==> config.mk <==
export PLATFORM = sky130hd
export DESIGN_NAME = seg7_trace_display_flat
export DESIGN_NICKNAME = d
export VERILOG_FILES = /design/src/rtl/seg7_trace_display_if.sv /design/src/rtl/seg7_trace_display.sv /design/src/flat_wrapper.sv
export SDC_FILE = /design/constraint.sdc
export NUM_CORES = 1
export LEC_CHECK = 0
export CORE_ASPECT_RATIO = 1.75
export CORE_MARGIN = 3
export CORE_UTILIZATION = 27
export CTS_CLUSTER_SIZE = 10
export DETAILED_ROUTE_END_ITERATION = 6
export PLACE_DENSITY_LB_ADDON = 0.05
export SYNTH_ARGS = -nofsm -noshare
export SYNTH_HDL_FRONTEND = slang
export SYNTH_SLANG_ARGS = --single-unit
export TNS_END_PERCENT = 1
==> constraint.sdc <==
create_clock -name clk -period 5 [get_ports clk]
set_clock_uncertainty 0.2 [all_clocks]
set_input_delay 0.75 -clock clk [delete_from_list [all_inputs] [get_ports clk]]
set_output_delay 0.75 -clock clk [all_outputs]
set_load 0.05 [all_outputs]
==> src/rtl/seg7_trace_display_if.sv <==
// Trace bus carrying the CPU's fetch indicator and the values to be snapshotted.
// The CPU side drives it (master); the display stage observes it (slave).
interface seg7_trace_display_if;
   logic        instr_change;
   logic [31:0] inst;
   logic [31:0] pc;
   logic [31:0] addr;

   modport master (output instr_change, inst, pc, addr);
   modport slave  (input  instr_change, inst, pc, addr);
endinterface

==> src/rtl/seg7_trace_display.sv <==
// Debug display stage: snapshots pc/inst/addr on each new instruction, counts fetches,
// and scans one selected 32-bit value as 8 hex digits onto an active-low 7-segment display.
module seg7_trace_display #(
   parameter logic [19:0] SCAN_DIV = 20'd50000
) (
   input  logic                       clk,
   input  logic                       rst,
   seg7_trace_display_if.slave        trace,
   input  logic [1:0]                 sel_mode,
   input  logic                       freeze,
   output logic [7:0]                 o_seg,
   output logic [7:0]                 o_sel,
   output logic [31:0]                instr_cnt
);

   logic        chg_d_reg;
   logic [31:0] cnt_reg, cnt_next;
   logic [31:0] pc_s_reg, pc_s_next;
   logic [31:0] inst_s_reg, inst_s_next;
   logic [31:0] addr_s_reg, addr_s_next;
   logic [19:0] pre_reg, pre_next;
   logic [2:0]  idx_reg, idx_next;
   logic [7:0]  seg_reg, seg_next;
   logic [7:0]  sel_reg;
   logic [7:0]  sel_dec;
   logic        fire;
   logic [31:0] disp_val;
   logic [31:0] disp_shift;
   logic [3:0]  nibble;

   function automatic logic [6:0] hex7(input logic [3:0] n);
      logic [6:0] s;
      case (n)
         4'h0: s = 7'h3F;  4'h1: s = 7'h06;  4'h2: s = 7'h5B;  4'h3: s = 7'h4F;
         4'h4: s = 7'h66;  4'h5: s = 7'h6D;  4'h6: s = 7'h7D;  4'h7: s = 7'h07;
         4'h8: s = 7'h7F;  4'h9: s = 7'h6F;  4'hA: s = 7'h77;  4'hB: s = 7'h7C;
         4'hC: s = 7'h39;  4'hD: s = 7'h5E;  4'hE: s = 7'h79;  default: s = 7'h71;
      endcase
      return s;
   endfunction

   // One-cold digit enable: only the digit currently being scanned is driven low.
   genvar gi;
   generate
      for (gi = 0; gi < 8; gi++) begin : g_sel
         assign sel_dec[gi] = (idx_reg != gi[2:0]);
      end
   endgenerate

   always_comb begin
      fire        = trace.instr_change & ~chg_d_reg;
      cnt_next    = cnt_reg;
      pc_s_next   = pc_s_reg;
      inst_s_next = inst_s_reg;
      addr_s_next = addr_s_reg;
      if (fire) begin
         cnt_next = cnt_reg + 32'd1;
         if (!freeze) begin
            pc_s_next   = trace.pc;
            inst_s_next = trace.inst;
            addr_s_next = trace.addr;
         end
      end

      pre_next = pre_reg + 20'd1;
      idx_next = idx_reg;
      if (pre_reg == SCAN_DIV - 20'd1) begin
         pre_next = 20'd0;
         idx_next = idx_reg + 3'd1;
      end

      case (sel_mode)
         2'b00:   disp_val = pc_s_reg;
         2'b01:   disp_val = inst_s_reg;
         2'b10:   disp_val = addr_s_reg;
         default: disp_val = cnt_reg;
      endcase
      disp_shift = disp_val >> {idx_reg, 2'b00};
      nibble     = disp_shift[3:0];

      // Decimal point on the leftmost digit flags that snapshots are frozen.
      seg_next = {~(freeze & (idx_reg == 3'd7)), ~hex7(nibble)};
   end

   always_ff @(posedge clk or posedge rst) begin
      if (rst) begin
         chg_d_reg  <= 1'b0;
         cnt_reg    <= 32'd0;
         pc_s_reg   <= 32'd0;
         inst_s_reg <= 32'd0;
         addr_s_reg <= 32'd0;
         pre_reg    <= 20'd0;
         idx_reg    <= 3'd0;
         seg_reg    <= 8'hFF;
         sel_reg    <= 8'hFF;
      end else begin
         chg_d_reg  <= trace.instr_change;
         cnt_reg    <= cnt_next;
         pc_s_reg   <= pc_s_next;
         inst_s_reg <= inst_s_next;
         addr_s_reg <= addr_s_next;
         pre_reg    <= pre_next;
         idx_reg    <= idx_next;
         seg_reg    <= seg_next;
         sel_reg    <= sel_dec;
      end
   end

   assign o_seg     = seg_reg;
   assign o_sel     = sel_reg;
   assign instr_cnt = cnt_reg;

endmodule

==> src/flat_wrapper.sv <==
// flat-port wrapper written by rule: the top's interface ports become plain ports
module seg7_trace_display_flat 
#(
   parameter logic [19:0] SCAN_DIV = 20'd50000
)
  (clk, rst, sel_mode, freeze, o_seg, o_sel, instr_cnt, trace_instr_change, trace_inst, trace_pc, trace_addr);
  seg7_trace_display_if trace_i ();
  input  logic clk;
  input  logic rst;
  input  logic [1:0] sel_mode;
  input  logic freeze;
  output logic [7:0] o_seg;
  output logic [7:0] o_sel;
  output logic [31:0] instr_cnt;
  input wire logic [$bits(trace_i.instr_change)-1:0] trace_instr_change;
  input wire logic [$bits(trace_i.inst)-1:0] trace_inst;
  input wire logic [$bits(trace_i.pc)-1:0] trace_pc;
  input wire logic [$bits(trace_i.addr)-1:0] trace_addr;
  assign trace_i.instr_change = trace_instr_change;
  assign trace_i.inst = trace_inst;
  assign trace_i.pc = trace_pc;
  assign trace_i.addr = trace_addr;
  seg7_trace_display #(.SCAN_DIV(SCAN_DIV)) u_core (.clk(clk), .rst(rst), .trace(trace_i), .sel_mode(sel_mode), .freeze(freeze), .o_seg(o_seg), .o_sel(o_sel), .instr_cnt(instr_cnt));
endmodule
---- After elaboration in Yosys (flattened, before gate mapping) ----
Memories as Yosys holds them, arrays and structs flattened.
Cells that the tools add are included.
storage, ports and cells
  bits in registers ....................... 168
  bits in read-only memories .............. 112
  input port bits ......................... 102
  output and inout port bits .............. 48
  word-level logic and storage cells ...... 36
  memories kept ........................... 1
cells by class
  $add $sub $neg .......................... 3
  eq/ne operators ......................... 11
  shift-type cells ........................ 1
  muxes and demuxes ....................... 2
  bitwise gates (word level) .............. 6
  reductions and logical operators ........ 3
memories
  name              depth  width  rd ports  clocked after Yosys merged registers in  wr ports  RTL line                  source
  (name not given)  16     7      1         0                                        0         seg7_trace_display.sv:33  case (n)
operator list
  cell                     count
  $pmux W32 S3             1
  $add A32 B1 Y32 const B  1
  $shr A32 B5 Y4           1
  $add A20 B1 Y20 const B  1
  $eq A20 B16 Y1 const B   1
  $mux W20                 1
  $ne A3 B3 Y1 const B     4
  $not A7 Y7               1
  $ne A3 B2 Y1 const B     2
  $add A3 B1 Y3 const B    1
  $eq A3 B3 Y1 const B     1
  $ne A3 B1 Y1 const B     1
  $not A1 Y1               3
  $reduce_bool A3 Y1       1
  $and A1 B1 Y1            2
  $eq A2 B1 Y1 const B     1
  $eq A2 B2 Y1 const B     1
  $logic_not A2 Y1         1
  $reduce_and A2 Y1        1

---- Longest topological paths before layout ----
An unclocked memory read counts as a cell.
  depth in word-level cells ............... 5
  depth in mapped cells ................... 14
  depth with buffers taken out ............ 11

---- Least setup slack after synthesis ----
OpenSTA, ideal clock, no wires.
  path kind ............................... input-to-reg
  from .................................... input sel_mode[1]
  to ...................................... register u_core.seg_reg[6], in the netlist u_core.o_seg[6]
  setup time .............................. 82 ps
  data arrival time ....................... 2725 ps
  data required time ...................... 4718 ps
  setup slack ............................. 1993 ps
  stages on the path ...................... 11
  path buffers ............................ 3
  cell sequence ........................... clkbuf_2 > clkbuf_1 > buf_2 > nor3_1 > o21ai_0 > a31oi_1 > o22ai_1 > inv_1 > ha_1 > nor3b_1 > a211o_1
between the ends
  longest elaborated chain between the ends .. 5
RTL lines
  element                               RTL line                   source
  start: declaration                    flat_wrapper.sv:10         input logic [1:0] sel_mode;
  $eq A2 B2 Y1 (tied with other cells)  seg7_trace_display.sv:72   case (sel_mode)
  $pmux W32 S3 *                        seg7_trace_display.sv:72
  $shr A32 B5 Y4 *                      seg7_trace_display.sv:78   disp_shift = disp_val >> {idx_reg, 2'b00};
  $mem_v2 Z16 W7 *                      -
  $not A7 Y7 *                          seg7_trace_display.sv:82   seg_next = {~(freeze & (idx_reg == 3'd7)), ~hex7(nibble)};
  named net u_core.seg_next[6]          seg7_trace_display.sv:23   logic [7:0] seg_reg, seg_next;
  end signal: assignment                seg7_trace_display.sv:104  seg_reg <= seg_next;
  end: declaration                      seg7_trace_display.sv:23
Mark *: on every way through the listed nets, which the timed path passes. The rest lies on a longest branch.
A chain may end at the register's enable or synchronous reset.

---- Worst setup path after layout ----
  from .................................... register u_core.idx_reg[1]
  to ...................................... register u_core.seg_reg[6], in the netlist u_core.o_seg[6]
between the ends
  longest elaborated chain between the ends .. 3
RTL lines
  element                       RTL line                   source
  start: declaration            seg7_trace_display.sv:22   logic [2:0] idx_reg, idx_next;
  start signal: assignment      seg7_trace_display.sv:103  idx_reg <= idx_next;
  $shr A32 B5 Y4                seg7_trace_display.sv:78
  $mem_v2 Z16 W7                -
  $not A7 Y7                    seg7_trace_display.sv:82
  named net u_core.seg_next[6]  seg7_trace_display.sv:23
The timed path passes the listed nets, and every way through them passes these cells.

==> impl_metrics.json <==
{
  "r2r-end": "u_core.o_seg[6]",
  "path_max_fanout": 14,
  "wire_per_inst_um": 19.3,
  "antennaDiodeCount": 0,
  "finalSetupViolCount": 0,
  "synth.net_count": 760,
  "route.vias.total": 5518,
  "layout_min_cycle_time_ps": 3550,
  "cts_tree": "yes",
  "final_hold_viol_count": 0,
  "fin_ws_ps": 1450,
  "met1_usage": 0.174,
  "drcViolationCount": 0,
  "cts.clk_slew.worst_paths_ps": 60,
  "fp-row-count": 83,
  "finalSetupTns_ps": 0,
  "power_mw": 3.96,
  "netlist_area_um2": 8040,
  "final_nets": 908,
  "coreArea_um2": 29400,
  "layout.cells.non_filler": 1185,
  "cts.sinks": 168,
  "start_kind": "flop",
  "antenna_found_initial": 0,
  "dieArea_um2": 32000,
  "synth_edf_count": 0,
  "holdWs_ps": 264,
  "reg2reg_from": "u_core.idx_reg[1]",
  "synth_async_sr_flop_share": 1.00,
  "htreeDepth": 4,
  "dpl.hpwl_um": 17500,
  "dieWidth_um": 136,
  "start_util": 0.273,
  "hold_class": "reg -> reg",
  "portBuffers": 149,
  "grt_overflow": 0,
  "ant_nets": 0,
  "grt_util_met3": 0.0305,
  "min_to": "u_core.pre_reg[0]",
  "grt_first_pass_wirelength_um": 36100,
  "syn_to_final_growth_pct": 31.5,
  "required_ps": 5160,
  "worstSetupPathType": "reg -> reg",
  "die_h_um": 234,
  "ctsResizeCount": 0,
  "arrival_ps": 3710,
  "cts_made_buffers": 17,
  "fillers": 2892,
  "clock_latency_ps": 440,
  "drt-initial-drc-count": 165,
  "grt_use_total": 0.152,
  "multi_input_area_um2": 3580,
  "ys.flop_type": "dfrtp_1",
  "first_pass_iters": 4,
  "worstHoldPathCells": 1,
  "via_per_inst": 4.66,
  "clockBufferDepth": 2,
  "hold_buffers": 0,
  "leakage_nw": 4.33,
  "reg2reg_slack_ps": 1450,
  "max_freq_ghz": 0.282,
  "place_area_um2": 9950,
  "hold_path.startpoint": "u_core.pre_reg[0]",
  "dp.cells": 1154,
  "wl_um": 22900,
  "synth_top_cell_by_area": "dfrtp_1",
  "fin_crit_sh": 0.710,
  "drive_above_1_share": 0.227,
  "final_area_um2": 10600,
  "grt_pass1_vias": 6157,
  "powerDensity_nw_per_um2": 375,
  "place_ws_ps": 1150,
  "slew_violations": 0,
  "synth_cell_types": 59,
  "crit_start": "u_core.idx_reg[1]",
  "vdd_drop_max_mv": 0.261,
  "grt_use_met2": 0.276,
  "syn_area_per_cell_um2": 12.5,
  "cp-end-kind": "flop",
  "top_level_ports": 150,
  "grt_max_degree": 79,
  "seq_area_frac_synth": 0.526,
  "cts-root-buf": "clkbuf_16",
  "post_cts_buffers": 0,
  "utilization": 0.360,
  "register_area_um2": 4220,
  "synthCells": 643,
  "synth_area_leaders": "dfrtp_1 47%, mux2_2 14%, dfstp_2 5.2%",
  "status": "finished clean",
  "yosys_warnings": 0,
  "r2r_cells": 9,
  "yosys.area.top_type_share": 0.473,
  "finalWeightedCongestion": 0.829,
  "worst_slew_pin_slew_ps": 1040,
  "drv_cap": 0,
  "grt-busiest-layer": "met2",
  "rsz0062_at_grt": "no",
  "slew_headroom": 0.304,
  "ys_seq_elements": 168
}
-- cell usage after synthesis, drive strengths merged (3+ instances only) --
library cell / count
and2: 4
buf: 19
o21ai: 16
mux2i: 30
inv: 11
o22ai: 3
nand3: 25
clkbuf: 13
a211oi: 3
xor2: 17
dfrtp: 152
nor4: 5
and3: 11
nand4: 7
mux2: 98
dfstp: 16
ha: 15
xnor2: 34
nor3b: 3
o211ai: 3
a31oi: 7
clkinv: 3
nor2: 30
mux4: 14
nand2b: 5
nand2: 44
a21oi: 14
nor3: 9
o2111ai: 3
nor2b: 8
-- area by class of cell --
type                       count  share of cell area
clock buffer                  24              0.0475
sequential                   168               0.400
inverter                      14             0.00533
timing repair buffer         161               0.153
clock inverter                 7              0.0109
tap                          382              0.0452
multi-input combinational    429               0.339
-- worst max path at each step --
| stage | end | depth (start not counted) |
|---|---|---|
| final | u_core.o_seg[6] | 9 |
| after global routing | u_core.o_seg[6] | 9 |
| after CTS | u_core.o_seg[6] | 9 |
| after detailed placement | u_core.o_seg[6] | 12 |
| after global placement | u_core.o_seg[6] | 11 |
| after floorplan | u_core.addr_s_reg[0] | 1 |
-- worst max-delay path: stages, from the launching register on --
cell,delay [ps]
dfrtp_1,940
clkinv_1,600
mux2i_1,230
nand2_1,70
o21ai_0,130
o22ai_1,420
inv_1,180
ha_1,260
nor3b_1,140
a211o_1,300
-- cell families (layout without fill, tap and decap cells) --
family / after synthesis / in the layout / synth area share
buf+inv: 46 / 206 / 0.0304
flops: 168 / 168 / 0.526
mux: 142 / 142 / 0.214
fa+ha+maj: 15 / 15 / 0.0233
compound gates: 63 / 63 / 0.0520
xor+xnor: 51 / 51 / 0.0556
simple gates: 158 / 158 / 0.0993
-- per-layer routing --
metal  vias up  wire, µm
li1       2583         -
met1      2790      9040
met2       124     12600
met3        21       814
met4         0       444
met5         -         0
-- report_power, final --
| part | total (mW) | internal, mW | switching [mW] | leakage, nW |
|---|---|---|---|---|
| Combinational | 0.868 | 0.408 | 0.460 | 1.97 |
| Clock | 1.38 | 0.848 | 0.533 | 0.298 |
| Sequential | 1.72 | 1.57 | 0.144 | 2.06 |
| Total | 3.96 | 2.83 | 1.14 | 4.33 |
-- cell usage in the layout, fill, tap and decap left out, types with 5 or more instances in the layout --
| master | instances |
|---|---|
| nor3_1 | 9 |
| clkdlybuf4s50_1 | 148 |
| xor2_1 | 17 |
| and3_1 | 11 |
| mux2_2 | 98 |
| xnor2_1 | 34 |
| clkbuf_8 | 5 |
| mux2i_1 | 30 |
| inv_1 | 10 |
| ha_1 | 15 |
| nor2b_1 | 8 |
| a31oi_1 | 7 |
| clkbuf_16 | 17 |
| o21ai_0 | 15 |
| nand2_1 | 43 |
| a21oi_1 | 14 |
| mux4_2 | 14 |
| buf_4 | 9 |
| nor2_1 | 28 |
| dfrtp_1 | 152 |
| nand4_1 | 7 |
| nand3_1 | 25 |
| dfstp_2 | 16 |
| nand2b_1 | 5 |
(Power assumes the default switching activity.)
